$ cat src/rtl/nw_pkg.sv
// Shared types and sizes for the NW grid host.
// Score entries carry the job-last flag with the raw score.
package nw_pkg;

  localparam int S_LEN    = 64;
  localparam int C_WIDTH  = 2;
  localparam int S_WIDTH  = 8;
  localparam int STR_W    = S_LEN * C_WIDTH;
  localparam int PAIR_W   = 2 * STR_W;
  localparam int IN_W_DEF = 64;
  localparam int BEATS    = PAIR_W / IN_W_DEF;

  typedef struct packed {
    logic                      last;
    logic signed [S_WIDTH-1:0] score;
  } score_entry_t;

  typedef enum logic {
    PK_FILL = 1'b0,
    PK_EMIT = 1'b1
  } pk_state_t;

endpackage

$ cat src/rtl/nw_score_fifo.sv
// Score FIFO between grid capture and output packer.
// Push and pop may coincide, including when full.
module nw_score_fifo
  import nw_pkg::*;
#(
  parameter int DEPTH = 16
) (
  input  logic                   clk,
  input  logic                   rst_n,
  input  logic                   i_push,
  input  score_entry_t           i_wdata,
  input  logic                   i_pop,
  output score_entry_t           o_rdata,
  output logic                   o_full,
  output logic                   o_empty,
  output logic [$clog2(DEPTH):0] o_count
);

  localparam int AW = $clog2(DEPTH);

  score_entry_t  r_mem [DEPTH];
  logic [AW-1:0] r_wr;
  logic [AW-1:0] r_rd;
  logic [AW:0]   r_cnt;
  logic          w_push;
  logic          w_pop;

  assign o_full  = (r_cnt == (AW+1)'(DEPTH));
  assign o_empty = (r_cnt == '0);
  assign o_count = r_cnt;
  assign o_rdata = r_mem[r_rd];
  assign w_pop   = i_pop & ~o_empty;
  assign w_push  = i_push & (~o_full | w_pop);

  // storage array, contents need no reset
  always_ff @(posedge clk) begin
    if (w_push) r_mem[r_wr] <= i_wdata;
  end

  // pointers and occupancy
  always_ff @(posedge clk or negedge rst_n) begin
    if (!rst_n) begin
      r_wr  <= '0;
      r_rd  <= '0;
      r_cnt <= '0;
    end else begin
      if (w_push) r_wr <= r_wr + 1'b1;
      if (w_pop)  r_rd <= r_rd + 1'b1;
      unique case ({w_push, w_pop})
        2'b10:   r_cnt <= r_cnt + 1'b1;
        2'b01:   r_cnt <= r_cnt - 1'b1;
        default: r_cnt <= r_cnt;
      endcase
    end
  end

endmodule

$ cat src/rtl/nw_grid_host.sv
// Host side of the NW grid: deserialise pairs, issue,
// capture scores under credit control, pack output beats.
module nw_grid_host
  import nw_pkg::*;
#(
  parameter int IN_W       = 64,
  parameter int OUT_W      = 64,
  parameter int FIFO_DEPTH = 16
) (
  input  logic                      clk,
  input  logic                      rst_n,
  input  logic                      in_valid,
  output logic                      in_ready,
  input  logic [IN_W-1:0]           in_data,
  input  logic                      in_last,
  output logic                      grid_valid_in,
  output logic [STR_W-1:0]          grid_t_str,
  output logic [STR_W-1:0]          grid_l_str,
  input  logic                      grid_valid_out,
  input  logic signed [S_WIDTH-1:0] grid_score,
  output logic                      out_valid,
  input  logic                      out_ready,
  output logic [OUT_W-1:0]          out_data,
  output logic                      out_last,
  output logic                      err_spurious
);

  localparam int N_BEATS = PAIR_W / IN_W;
  localparam int BW      = (N_BEATS > 1) ? $clog2(N_BEATS) : 1;
  localparam int LANES   = OUT_W / S_WIDTH;
  localparam int LW      = (LANES > 1) ? $clog2(LANES) : 1;
  localparam int CW      = $clog2(FIFO_DEPTH) + 1;

  logic [BW-1:0]     r_beat;
  logic [PAIR_W-1:0] r_asm;
  logic              r_issue;
  logic              r_issue_last;
  logic [STR_W-1:0]  r_t;
  logic [STR_W-1:0]  r_l;
  logic [S_LEN-1:0]  r_dly;
  logic [CW-1:0]     r_credits;
  logic [CW-1:0]     r_inflight;
  logic              r_err;
  pk_state_t         r_state;
  pk_state_t         w_next;
  logic [LW-1:0]     r_lane;
  logic [OUT_W-1:0]  r_odata;
  logic              r_olast;

  logic              w_accept;
  logic              w_final;
  logic              w_fire;
  logic              w_cap;
  logic              w_pop;
  logic              w_full;
  logic              w_empty;
  logic [CW-1:0]     w_fifo_cnt;
  logic              w_unused;
  logic [PAIR_W-1:0] w_pair;
  score_entry_t      w_wdata;
  score_entry_t      w_rdata;

  assign w_final  = (r_beat == BW'(N_BEATS - 1));
  assign in_ready = ~w_final | (r_credits != '0);
  assign w_accept = in_valid & in_ready;
  assign w_fire   = w_accept & w_final;
  assign w_cap    = grid_valid_out & (r_inflight != '0);
  assign w_wdata  = '{last: r_dly[S_LEN-1], score: grid_score};
  assign w_unused = &{1'b0, w_fifo_cnt, w_full};

  assign grid_valid_in = r_issue;
  assign grid_t_str    = r_t;
  assign grid_l_str    = r_l;
  assign out_data      = r_odata;
  assign out_last      = r_olast;
  assign err_spurious  = r_err;

  // full pair as it will look once the current beat lands
  always_comb begin
    w_pair = r_asm;
    w_pair[r_beat*IN_W +: IN_W] = in_data;
  end

  // deserialiser: beat counter and assembly register
  always_ff @(posedge clk or negedge rst_n) begin
    if (!rst_n) begin
      r_beat <= '0;
      r_asm  <= '0;
    end else if (w_accept) begin
      r_asm  <= w_pair;
      r_beat <= w_final ? '0 : r_beat + 1'b1;
    end
  end

  // issue register: one-cycle strobe, strings held after
  always_ff @(posedge clk or negedge rst_n) begin
    if (!rst_n) begin
      r_issue      <= 1'b0;
      r_issue_last <= 1'b0;
      r_t          <= '0;
      r_l          <= '0;
    end else begin
      r_issue <= w_fire;
      if (w_fire) begin
        r_t          <= w_pair[STR_W-1:0];
        r_l          <= w_pair[PAIR_W-1:STR_W];
        r_issue_last <= in_last;
      end
    end
  end

  // last flag follows the pair through the grid latency
  always_ff @(posedge clk or negedge rst_n) begin
    if (!rst_n) r_dly <= '0;
    else        r_dly <= {r_dly[S_LEN-2:0], r_issue & r_issue_last};
  end

  // credit and inflight accounting; a slot is reserved as
  // soon as the final beat is taken, the strobe follows
  always_ff @(posedge clk or negedge rst_n) begin
    if (!rst_n) begin
      r_credits  <= CW'(FIFO_DEPTH);
      r_inflight <= '0;
      r_err      <= 1'b0;
    end else begin
      unique case ({w_fire, w_pop})
        2'b10:   r_credits <= r_credits - 1'b1;
        2'b01:   r_credits <= r_credits + 1'b1;
        default: r_credits <= r_credits;
      endcase
      unique case ({w_fire, w_cap})
        2'b10:   r_inflight <= r_inflight + 1'b1;
        2'b01:   r_inflight <= r_inflight - 1'b1;
        default: r_inflight <= r_inflight;
      endcase
      if (grid_valid_out && r_inflight == '0) r_err <= 1'b1;
    end
  end

  nw_score_fifo #(
    .DEPTH (FIFO_DEPTH)
  ) u_fifo (
    .clk     (clk),
    .rst_n   (rst_n),
    .i_push  (w_cap),
    .i_wdata (w_wdata),
    .i_pop   (w_pop),
    .o_rdata (w_rdata),
    .o_full  (w_full),
    .o_empty (w_empty),
    .o_count (w_fifo_cnt)
  );

  // packer state register
  always_ff @(posedge clk or negedge rst_n) begin
    if (!rst_n) r_state <= PK_FILL;
    else        r_state <= w_next;
  end

  // packer next state
  always_comb begin
    w_next = r_state;
    unique case (r_state)
      PK_FILL:
        if (w_pop && (r_lane == LW'(LANES - 1) || w_rdata.last))
          w_next = PK_EMIT;
      PK_EMIT:
        if (out_ready) w_next = PK_FILL;
      default: w_next = PK_FILL;
    endcase
  end

  // packer outputs
  always_comb begin
    w_pop     = 1'b0;
    out_valid = 1'b0;
    unique case (1'b1)
      (r_state == PK_FILL): w_pop     = ~w_empty;
      (r_state == PK_EMIT): out_valid = 1'b1;
      default: ;
    endcase
  end

  // packer lane datapath; lanes cleared after each beat
  always_ff @(posedge clk or negedge rst_n) begin
    if (!rst_n) begin
      r_lane  <= '0;
      r_odata <= '0;
      r_olast <= 1'b0;
    end else if (w_pop) begin
      r_odata[r_lane*S_WIDTH +: S_WIDTH] <= w_rdata.score;
      r_lane  <= r_lane + 1'b1;
      r_olast <= w_rdata.last;
    end else if (out_valid && out_ready) begin
      r_lane  <= '0;
      r_odata <= '0;
      r_olast <= 1'b0;
    end
  end

endmodule

$ cat config.mk
export PLATFORM = sky130hd
export DESIGN_NAME = nw_grid_host
export DESIGN_NICKNAME = d
export VERILOG_FILES = /design/src/rtl/nw_pkg.sv /design/src/rtl/nw_score_fifo.sv /design/src/rtl/nw_grid_host.sv
export SDC_FILE = /design/constraint.sdc
export NUM_CORES = 1
export LEC_CHECK = 0
export BUFFER_PORTS_ARGS = -buffer_cell sky130_fd_sc_hd__buf_4
export CORE_ASPECT_RATIO = 0.5
export CORE_UTILIZATION = 40
export CTS_CLUSTER_DIAMETER = 60
export CTS_CLUSTER_SIZE = 20
export DETAILED_ROUTE_END_ITERATION = 8
export GPL_TIMING_DRIVEN = 0
export PLACE_DENSITY_LB_ADDON = 0.05
export SYNTH_ARGS = -nofsm -noshare
export SYNTH_HDL_FRONTEND = slang
export SYNTH_SLANG_ARGS = --single-unit
$ cat constraint.sdc
create_clock -name clk -period 3.4 [get_ports clk]
set_input_delay 1.02 -clock clk [delete_from_list [all_inputs] [get_ports clk]]
set_output_delay 1.02 -clock clk [all_outputs]
set_load 0.05 [all_outputs]
## Word level (Yosys, flattened, before mapping)

Memory sizes are Yosys's and may differ from the RTL's.
Cells that the tools add are included.

- Equal/unequal tests: 9
- Div/mod/pow operators: 0
- Magnitude comparators: 0
- Bitwise operators: 12
- Shifts and indexed selects: 4
- Add/subtract/negate cells: 12
- Multipliers: 0
- Mux-type cells: 19
- Reduce and logical (&&, ||, !) cells: 12

Operators by type and width:

| operator | number |
|---|---|
| 256-bit bitwise mux | 1 |
| 64-bit by 34-bit variable shift with 256-bit output (first input constant) | 1 |
| 64-bit by 34-bit indexed part select with 256-bit output | 1 |
| 64-bit 2-to-1 mux | 2 |
| 64-bit bitwise mux | 1 |
| 8-bit by 34-bit variable shift with 64-bit output (first input constant) | 1 |
| 8-bit by 34-bit indexed part select with 64-bit output | 1 |
| 6-bit negator with 34-bit output | 1 |
| 8-bit negator with 34-bit output | 1 |
| 5-bit case mux with 2 select lines | 3 |
| 5-bit by 1-bit adder with 5-bit output (second input constant) | 3 |
| 5-bit by 1-bit subtractor with 5-bit output (second input constant) | 3 |
| 5-bit logical NOT | 2 |
| 5-bit nonzero test | 2 |
| 4-bit by 1-bit adder with 4-bit output (second input constant) | 2 |
| 2-bit == test (second input constant) | 4 |
| 1-bit 2-to-1 mux | 8 |
| 2-bit nonzero test | 4 |
| 1-bit bitwise AND | 6 |
| 2-bit by 1-bit == test with 1-bit output (second input constant) | 3 |
| 3-bit 2-to-1 mux | 2 |
| 5-bit == test (second input constant) | 1 |
| 1-bit inverter | 4 |
| 3-bit by 1-bit adder with 3-bit output (second input constant) | 1 |
| other kinds (7) | 10 |

- Latch bits: 0
- Register bits: 673
- Bits of input ports: 78
- Logic and storage cells: 86
- Memory bits (writable): 144
- Memories: 1
- Output and inout bits: 325
- Memory bits (read-only): 0

Memories:

| name | depth | bits a word | read ports | clocked after Yosys merged registers in | wr ports | RTL line | text |
|---|---|---|---|---|---|---|---|
| u_fifo.r_mem | 16 | 9 | 1 | 0 | 1 | nw_score_fifo.sv:21 | `score_entry_t r_mem [DEPTH];` |

## Logic depth before layout (Yosys ltp)

Gate-level depths: netlist of the first run.

- Depth after elaboration: 8
- Mapped depth: 13
- Gate-level depth less buffers: 12

## Modules after synthesis

Synthesis of the first run repeated with hierarchy kept, for this count alone.

- Cells, all modules: 2813
- Area, all modules: 33233.1 um^2

By module, submodules not included:

| module | cells each | area an instance (um^2) | instances | seq. area each (um^2) |
|---|---|---|---|---|
| nw_grid_host | 2484 | 26878.3 | 1 | 16517.1 |
| nw_score_fifo | 329 | 6354.8 | 1 | 4649.5 |

## Worst setup path before layout of the first run

Ideal clock, no wire load.

- Path type: input to register
- Start point: input port in_valid
- End point: register r_inflight[4]
- Stages: 11
- Setup slack: 299 ps
- Arrival: 3022 ps
- Buffers on the path: 1
- Setup time: 79 ps
- Data required time: 3321 ps
- Path through: a21boi_0 nand2_1 buf_1 ha_1 inv_1 fa_1 nor2b_1 o21ai_0 and3_1 nor3_1 xor2_1

- Word-level cells in the longest chain between the ends: 4
- Elaborated cells between the ends (all ways): 6
- Classes of those cells: 2 x eq/ne; 1 x mux; 2 x bitwise; 1 x reduce/logical

RTL lines:

| what | RTL line | text |
|---|---|---|
| start: declaration | nw_grid_host.sv:12 | `input logic in_valid,` |
| 1-bit bitwise AND (*) | nw_grid_host.sv:65 | `assign w_accept = in_valid & in_ready;` |
| 1-bit bitwise AND (*) | nw_grid_host.sv:66 | `assign w_fire = w_accept & w_final;` |
| 2-bit by 1-bit == test with 1-bit output or 2-bit == test (tied branches) | nw_grid_host.sv:131 | `unique case ({w_fire, w_cap})` |
| 5-bit case mux with 2 select lines or 2-bit nonzero test (tied branches) | n/a |  |
| end signal: assignment | nw_grid_host.sv:132 | `2'b10: r_inflight <= r_inflight + 1'b1;` |
| end signal: assignment | nw_grid_host.sv:133 | `2'b01: r_inflight <= r_inflight - 1'b1;` |
| end signal: assignment | nw_grid_host.sv:134 | `default: r_inflight <= r_inflight;` |
| end: declaration | nw_grid_host.sv:42 | `logic [CW-1:0] r_inflight;` |

Mark *: on every way between the ends. The rest lies on a longest branch, timed or not.
A chain may end at the register's enable or synchronous reset.

## Worst setup path after layout of the first run

- Start point: register r_credits[1]
- End point: register r_inflight[4]

- Word-level cells in the longest chain between the ends: 6
- Elaborated cells between the ends (all ways): 8
- Classes of those cells: 2 x eq/ne; 1 x mux; 3 x bitwise; 2 x reduce/logical

RTL lines:

| what | RTL line | text |
|---|---|---|
| start: declaration | nw_grid_host.sv:41 | `logic [CW-1:0] r_credits;` |
| start signal: assignment | nw_grid_host.sv:122 | `r_credits <= CW'(FIFO_DEPTH);` |
| start signal: assignment | nw_grid_host.sv:127 | `2'b10: r_credits <= r_credits - 1'b1;` |
| start signal: assignment | nw_grid_host.sv:128 | `2'b01: r_credits <= r_credits + 1'b1;` |
| 5-bit nonzero test (*) | nw_grid_host.sv:64 | `assign in_ready = ~w_final \| (r_credits != '0);` |
| 1-bit bitwise OR (*) | nw_grid_host.sv:64 |  |
| 1-bit bitwise AND (*) | nw_grid_host.sv:65 |  |
| 1-bit bitwise AND (*) | nw_grid_host.sv:66 |  |
| 2-bit by 1-bit == test with 1-bit output or 2-bit == test (tied branches) | nw_grid_host.sv:131 |  |
| 5-bit case mux with 2 select lines or 2-bit nonzero test (tied branches) | n/a |  |

Marks and branches as above.

==> results of run 1 <==
-- metrics by stage --
step / utilization, % / hold slack, ns / power, mW / instance area [sq um]
after floorplan: - / 0.3312 / 27.67 / 32160
after global placement: 45.32 / 0.3347 / 34.19 / 36010
after detailed placement: 45.55 / 0.3347 / 34.40 / 36200
after CTS: 47.47 / 0.3509 / 40.94 / 37720
after global routing: 47.49 / 0.3609 / 42.79 / 37730
final: 47.49 / 0.3480 / 40.52 / 37730
-- cell families after synthesis --
group           Yosys count
xor+xnor                 18
flops                   817
simple gates            668
buf+inv                 285
compound gates          639
mux                      56
fa+ha+maj                32
-- final cells by class --
class | count | area share (%)
Clock inverter | 8 | 0.4476
Sequential cell | 817 | 56.10
Clock buffer | 67 | 3.535
Timing Repair Buffer | 346 | 7.242
Antenna cell | 1 | 0.006632
Buffer | 248 | 2.663
Multi-Input combinational cell | 1413 | 26.17
Tap cell | 1050 | 3.482
Inverter | 36 | 0.3581
-- critical path, delay by kind of cell, from the launching register on --
family	cells	cell delay, ns
adder cells (fa/ha/maj)	2	0.68
XOR/XNOR	1	0.16
flip-flops	1	0.46
AND/OR/NAND/NOR	5	1.12
AO/OA/AOI/OAI	2	0.30
buffers and inverters	2	0.34
-- per-layer routing --
layer  GRT usage [%]  vias to the layer above  wire [microns]
li1                -                    10050               -
met1           32.18                    11580           41900
met2           38.52                      527           46450
met3           3.513                       98            4285
met4           5.527                        0            2150
met5               0                        -               0
-- final timing paths --
path	startpoint	endpoint	slack, ns	depth (start not counted)
max	r_credits[1]$_DFFE_PN0P_	r_inflight[4]$_DFFE_PN0P_	0.26	12
min	r_dly[3]$_DFF_PN0_	r_dly[4]$_DFF_PN0_	0.35	0
max reg2reg	r_credits[1]$_DFFE_PN0P_	r_inflight[4]$_DFFE_PN0P_	0.26	12
min reg2reg	r_dly[3]$_DFF_PN0_	r_dly[4]$_DFF_PN0_	0.35	0
max in group asynchronous	rst_n	r_asm[164]$_DFFE_PN0N_	0.58	5
min in group asynchronous	rst_n	r_dly[58]$_DFF_PN0_	0.36	1
-- synthesized netlist by cell type, types with 3 or more instances --
| cell | n | area, sq um |
|---|---|---|
| a21o_1 | 5 | 37.54 |
| a21oi_1 | 16 | 80.08 |
| a221o_1 | 43 | 430.4 |
| a221oi_1 | 256 | 2242 |
| a22o_1 | 256 | 2242 |
| a22oi_1 | 14 | 105.1 |
| and2_1 | 22 | 137.6 |
| and3_1 | 7 | 43.79 |
| buf_1 | 82 | 307.8 |
| buf_2 | 35 | 175.2 |
| clkbuf_1 | 129 | 484.2 |
| dfrtp_1 | 672 | 16820 |
| edfxtp_1 | 144 | 4324 |
| fa_1 | 3 | 60.06 |
| ha_1 | 29 | 362.9 |
| inv_1 | 32 | 120.1 |
| inv_2 | 3 | 11.26 |
| mux2_2 | 9 | 101.4 |
| mux2i_1 | 7 | 70.07 |
| mux4_2 | 37 | 833.3 |
| nand2_1 | 33 | 123.9 |
| nand3_1 | 16 | 80.08 |
| nor2_1 | 559 | 2098 |
| nor2b_1 | 4 | 25.02 |
| nor3_1 | 4 | 20.02 |
| nor3_2 | 3 | 30.03 |
| o21ai_0 | 30 | 150.1 |
| o221ai_1 | 8 | 70.07 |
| xnor2_1 | 11 | 96.34 |
| xor2_1 | 7 | 61.31 |
-- sequential cells by signal, indices dropped and copies added, names as in the netlist, 64 cells and up --
signal        flops
r_dly            64
grid_t_str      128
grid_l_str      128
out_data         64
r_asm           256
u_fifo.r_mem    144
-- power by group --
group | switching [mW] | leakage [nW] | internal [mW]
clock network | 3.34 | 0.732 | 3.12
logic | 13.1 | 6.07 | 5.86
registers | 2.07 | 9.99 | 13.0
-- repair_timing --
item / 4_1_cts / 5_1_grt
pin swaps: 1 / 0
hold buffers: 0 / 0
buffers inserted: 1 / 0
resized for setup: 6 / 12
setup endpoints to repair: 9 / 155
==> out/results.ini, run 1 <==
[power]
ir_worst_vdd_uv=612.7
leakagePower_nw=16.79
power.density_nw_per_um2=1074

[cells_and_area]
multi_input_area_sq_um=9874
area_delta_synth_final_pct=17.34
most-common-layout-cells=671 x dfrtp_1, 559 x nor2_1, 339 x buf_4
fin_cells=3986
fin_nets=3020
regArea_sq_um=21170
n_fill_cell=7286
final_common_cell=dfrtp_1
drive_gt1_share_pct=17.58

[grt]
grt_overflow=0
grt_pass1_vias=22340
grt_pass1_wl_mm=144.5
grt_start_max_net_pins=118
antenna_found_initial=2
grtUsageTotal_pct=23.20

[sta]
worstMarginPinSlew_ns=1.205
clock_skew_ns=0.03570
setup_viol=0
drv_slew=0
rsz0062_at_grt=false
maxSlewHeadroom_pct=19.69
hold_viol_final=0
post-route-period-util_pct=92.30
finalSetupTns_ns=0
period_minus_slack_ns=3.138
fmax_ghz=0.3187
worst_slack_ns=0.2618

[run]
max_cap_viol_count=0

[cts]
cts.sinks=817
htree_levels=2
clkTransAtPathRegs_ns=0.09
cts_tree=yes
cts_root_buffer=clkbuf_16
clkLatencyLatePin_ns=0.64
numCtsBuffers=48
cts_buffer_depth=3

[synth]
synth_compound_area_share_pct=17.04
avgSynthCellArea_sq_um=12.79
yosys_warnings=0
synthDistinctLibCells=60
async_flop_share_pct=82.37
synthMuxAreaShare_pct=3.280
synth_top_family_by_area=compound AO/OA/AOI/OAI gates
synthCells=2515
synth_edf_count=144
ys.flop_type=dfrtp_1
synth_fa_ha_area_share_pct=1.315
syn-num-nets=2625
synthSimpleGateAreaFrac_pct=8.536
synth_xor_area_share_pct=0.4902
ys_seq_area_share_pct=65.82
netlist_area_sq_um=32160
synth-seq-cells=817

[floorplan]
die_area_sq_um=81600
num_rows=73
die_w_microns=403.0
io_pins=403
core_area_sq_um=79460
die_y_microns=202.5
initial_utilization_pct=40.47

[detailed_routing]
drtIter0Drc=1835
via_per_inst=5.583
first_pass_iters=7
drt-wirelength-per-cell_microns=23.78
drc=0
final_antenna_net_count=0
wl_mm=94.79
vias=22250

[placement]
place_ws_ns=-0.6384
place_congestion=0.7897
numPortBuffers=338
dp_cells=3910
place_hpwl_mm=64.48

[min_path]
hold_path.class=register to register

[outcome]
status=finished, final reports clean

[worst_setup_path]
crit_path_top_delay_cell=dfrtp_1
crit_type=register to register
required_ns=3.95
critPathArrivalTime_ns=3.69
crit_path_end_kind=register
worstPathCellList=nor4_4 -> a21boi_0 -> nand2_1 -> buf_6 -> ha_1 -> inv_1 -> fa_1 -> nor2b_1 -> o21ai_0 -> and3_1 -> nor3_1 -> xor2_1
slowest_delay_ns=0.46
crit_fanout=11
start_kind=register

(Power assumes the default switching activity.)
==> run 2, diff against run 1 <==
CELL_PAD_IN_SITES_DETAIL_PLACEMENT = 0   (was default)
CELL_PAD_IN_SITES_GLOBAL_PLACEMENT = 1   (was default)
CORE_ASPECT_RATIO = 1.1   (was 0.5)
==> run 2 against run 1 <==
Compared with the run above:
- sequential share of layout area decreased by 1.1 points
- sequential power about the same
- register-to-register slack got worse by 0.03 ns
- sequential cell count unchanged
- utilization increased by 1.1 points
- worst setup slack got worse by 0.026 ns
- first-iteration DRC count increased by 5.4%
- routed wire length increased by 6.6%
- critical path depth decreased by 6
- critical endpoint is now out_data[49]$_DFFE_PN0P_
==> out/results.ini, run 2 (synthesis results as in run 1) <==
[cts]
cts_tree=yes
ctsHoldBuffers=0  ; unchanged
cts_root_buffer=clkbuf_16
clkLatencyLatePin_ns=0.63  ; about the same
clkTransAtPathRegs_ns=0.08  ; about the same
cts.sinks=817  ; unchanged
numCtsBuffers=66  ; +38%
htree_levels=3  ; +1
cts_buffer_depth=3  ; unchanged

[cells_and_area]
area_delta_synth_final_pct=19.63
final_cell_area_sq_um=38470  ; +2.0%
final_common_cell=dfrtp_1
most-common-layout-cells=671 x dfrtp_1, 559 x nor2_1, 339 x buf_4
drive_gt1_share_pct=19.07  ; +1.5 points
regMostFlops=r_asm
largest_reg_flops=256  ; unchanged
reg.largest.list=r_asm x256, u_fifo.r_mem x144
fin_nets=3037  ; +0.56%

[worst_setup_path]
critPathArrivalTime_ns=3.66  ; -0.03 ns
crit_type=register to register
r2r_setup_slack_ns=0.24  ; -0.03 ns
start_kind=register
crit_fanout=10  ; -1
required_ns=3.90  ; -0.05 ns
crit_path_end_kind=register

[power]
leakagePower_nw=17.15  ; +2.1%
power_switching_mw=19.59  ; +5.8%
ir_worst_vdd_uv=742.9  ; +21%
clock_power_share_pct=19.1  ; +3.2 points
power_frac_comb_pct=45.6  ; -1.2 points
p_sw_share_pct=45.97  ; +0.26 points
p_seq_share_pct=35.3  ; -1.9 points
power.density_nw_per_um2=1108  ; +3.1%
p_int_mw=23.02  ; +4.6%

[sta]
maxSlewHeadroom_pct=9.639  ; -10 points
drv_slew=0  ; unchanged
post-route-period-util_pct=93.07  ; +0.77 points
setup_viol=0  ; unchanged
period_minus_slack_ns=3.164  ; +0.02624 ns
finalSetupTns_ns=0  ; unchanged
hold_viol_final=0  ; unchanged
clock_skew_ns=0.03116  ; -0.004544 ns
worst_slack_ns=0.2356  ; -0.02624 ns
rsz0062_at_grt=false
worstMarginPinSlew_ns=1.355  ; +0.1507 ns
fmax_ghz=0.3160  ; -0.83%

[detailed_routing]
final_antenna_net_count=0  ; unchanged
wl_mm=101.0  ; +6.6%
via_per_inst=5.713  ; +2.3%
vias=23010  ; +3.4%
first_pass_iters=5  ; -2
drtIter0Drc=1934  ; +5.4%
drt-wirelength-per-cell_microns=25.08  ; +5.5%
drc=0  ; unchanged

[grt]
grt_overflow=0  ; unchanged
grt_start_max_net_pins=119  ; +0.85%
grt_pass1_wl_mm=151.1  ; +4.6%
grt_pass1_vias=23130  ; +3.5%
antenna_found_initial=6  ; +4
grtUsageTotal_pct=24.66  ; +1.5 points

[floorplan]
die_w_microns=272.3  ; -32%
num_rows=108  ; +48%
core_area_sq_um=79190  ; -0.35%
initial_utilization_pct=40.61  ; +0.14 points
die_area_sq_um=81530  ; about the same
die_y_microns=299.4  ; +48%
io_pins=403  ; unchanged

[placement]
place_hpwl_mm=70.31  ; +9.0%
post_dp_cell_area_sq_um=36180  ; about the same
numPortBuffers=338  ; unchanged
place_ws_ns=-0.5793  ; +0.05910 ns
place_congestion=0.8049  ; +1.9%

[outcome]
status=finished, final reports clean

[run]
max_cap_viol_count=0  ; unchanged

[min_path]
hold_path.class=primary input to async pin

==> run 2: cell count changes in the layout (fill, tap and decap cells not counted), moves of 2 or more <==
cell and delta:
clkinv_4 +2, inv_8 +8, clkbuf_16 +19, inv_6 +14
clkinvlp_4 +3, clkbuf_1 -9, diode_2 +3, bufinv_16 -3
clkinv_8 +6, inv_12 +2
==> run 2: worst max-delay path, stage by stage, from the launching register on <==
cell and delay, ns:
dfrtp_1 0.34, clkbuf_1 0.36, clkbuf_1 0.59, mux4_2 0.45, mux2i_1 0.89, nor2_1 0.12, a221o_1 0.29
==> run 2: metrics by stage <==
stage          utilization [%]  hold WS, ns  std cells  total power, mW
3_5_place_dp             45.68       0.3347       3904            34.66
5_1_grt                  48.57       0.1591       4023            44.79
4_1_cts                  48.55       0.1395       4024            42.93
3_3_place_gp             45.47       0.3335       3898            34.35
2_1_floorplan                -       0.3312       2515            27.67
6_report                 48.58       0.1810       4027            42.61
==> run 2: area by class of cell <==
class | count | area [sq um]
Antenna cell | 4 | 10.01
Buffer | 248 | 1006
Clock buffer | 78 | 1789
Clock inverter | 41 | 465.4
Fill cell | 7193 | 40720
Inverter | 36 | 135.1
Multi-Input combinational cell | 1413 | 9872
Sequential cell | 817 | 21170
Tap cell | 1045 | 1308
Timing Repair Buffer | 345 | 2718
==> run 2: final timing paths <==
| check | depth (start not counted) | start | endpoint |
|---|---|---|---|
| max in group asynchronous | 4 | rst_n | grid_t_str[56]$_DFFE_PN0P_ |
| max reg2reg | 6 | u_fifo.r_rd[3]$_DFFE_PN0P_ | out_data[49]$_DFFE_PN0P_ |
| min reg2reg | 0 | r_dly[17]$_DFF_PN0_ | r_dly[18]$_DFF_PN0_ |
| min in group clk | 0 | r_dly[17]$_DFF_PN0_ | r_dly[18]$_DFF_PN0_ |
| max | 6 | u_fifo.r_rd[3]$_DFFE_PN0P_ | out_data[49]$_DFFE_PN0P_ |
| min | 1 | rst_n | out_data[31]$_DFFE_PN0P_ |
==> run 2: routing by layer <==
layer  GRT usage, %  routed length [microns]  vias to the layer above
li1               -                        -                    10140
met1          33.63                    43440                    12000
met2          39.00                    47800                      748
met3          6.361                     7597                      116
met4          6.822                     2130                        8
met5              0                       55                        -
==> run 2: power by group through the flow <==
stage | sequential [mW] | combinational [mW] | clock [mW]
final | 15.0 | 19.4 | 8.14
after global routing | 15.4 | 20.7 | 8.73
after CTS | 15.0 | 19.6 | 8.36
after detailed placement | 15.1 | 19.5 | 0
after global placement | 15.1 | 19.3 | 0
after floorplan | 20.7 | 7.02 | 0
==> run 2: timing repair <==
action | 4_1_cts | 5_1_grt
resized for setup | 3 | 7
setup buffers | 1 | 0
endpoints found under the setup margin | 136 | 106
pin swaps | 1 | 0
endpoints found under the hold margin | 0 | 0
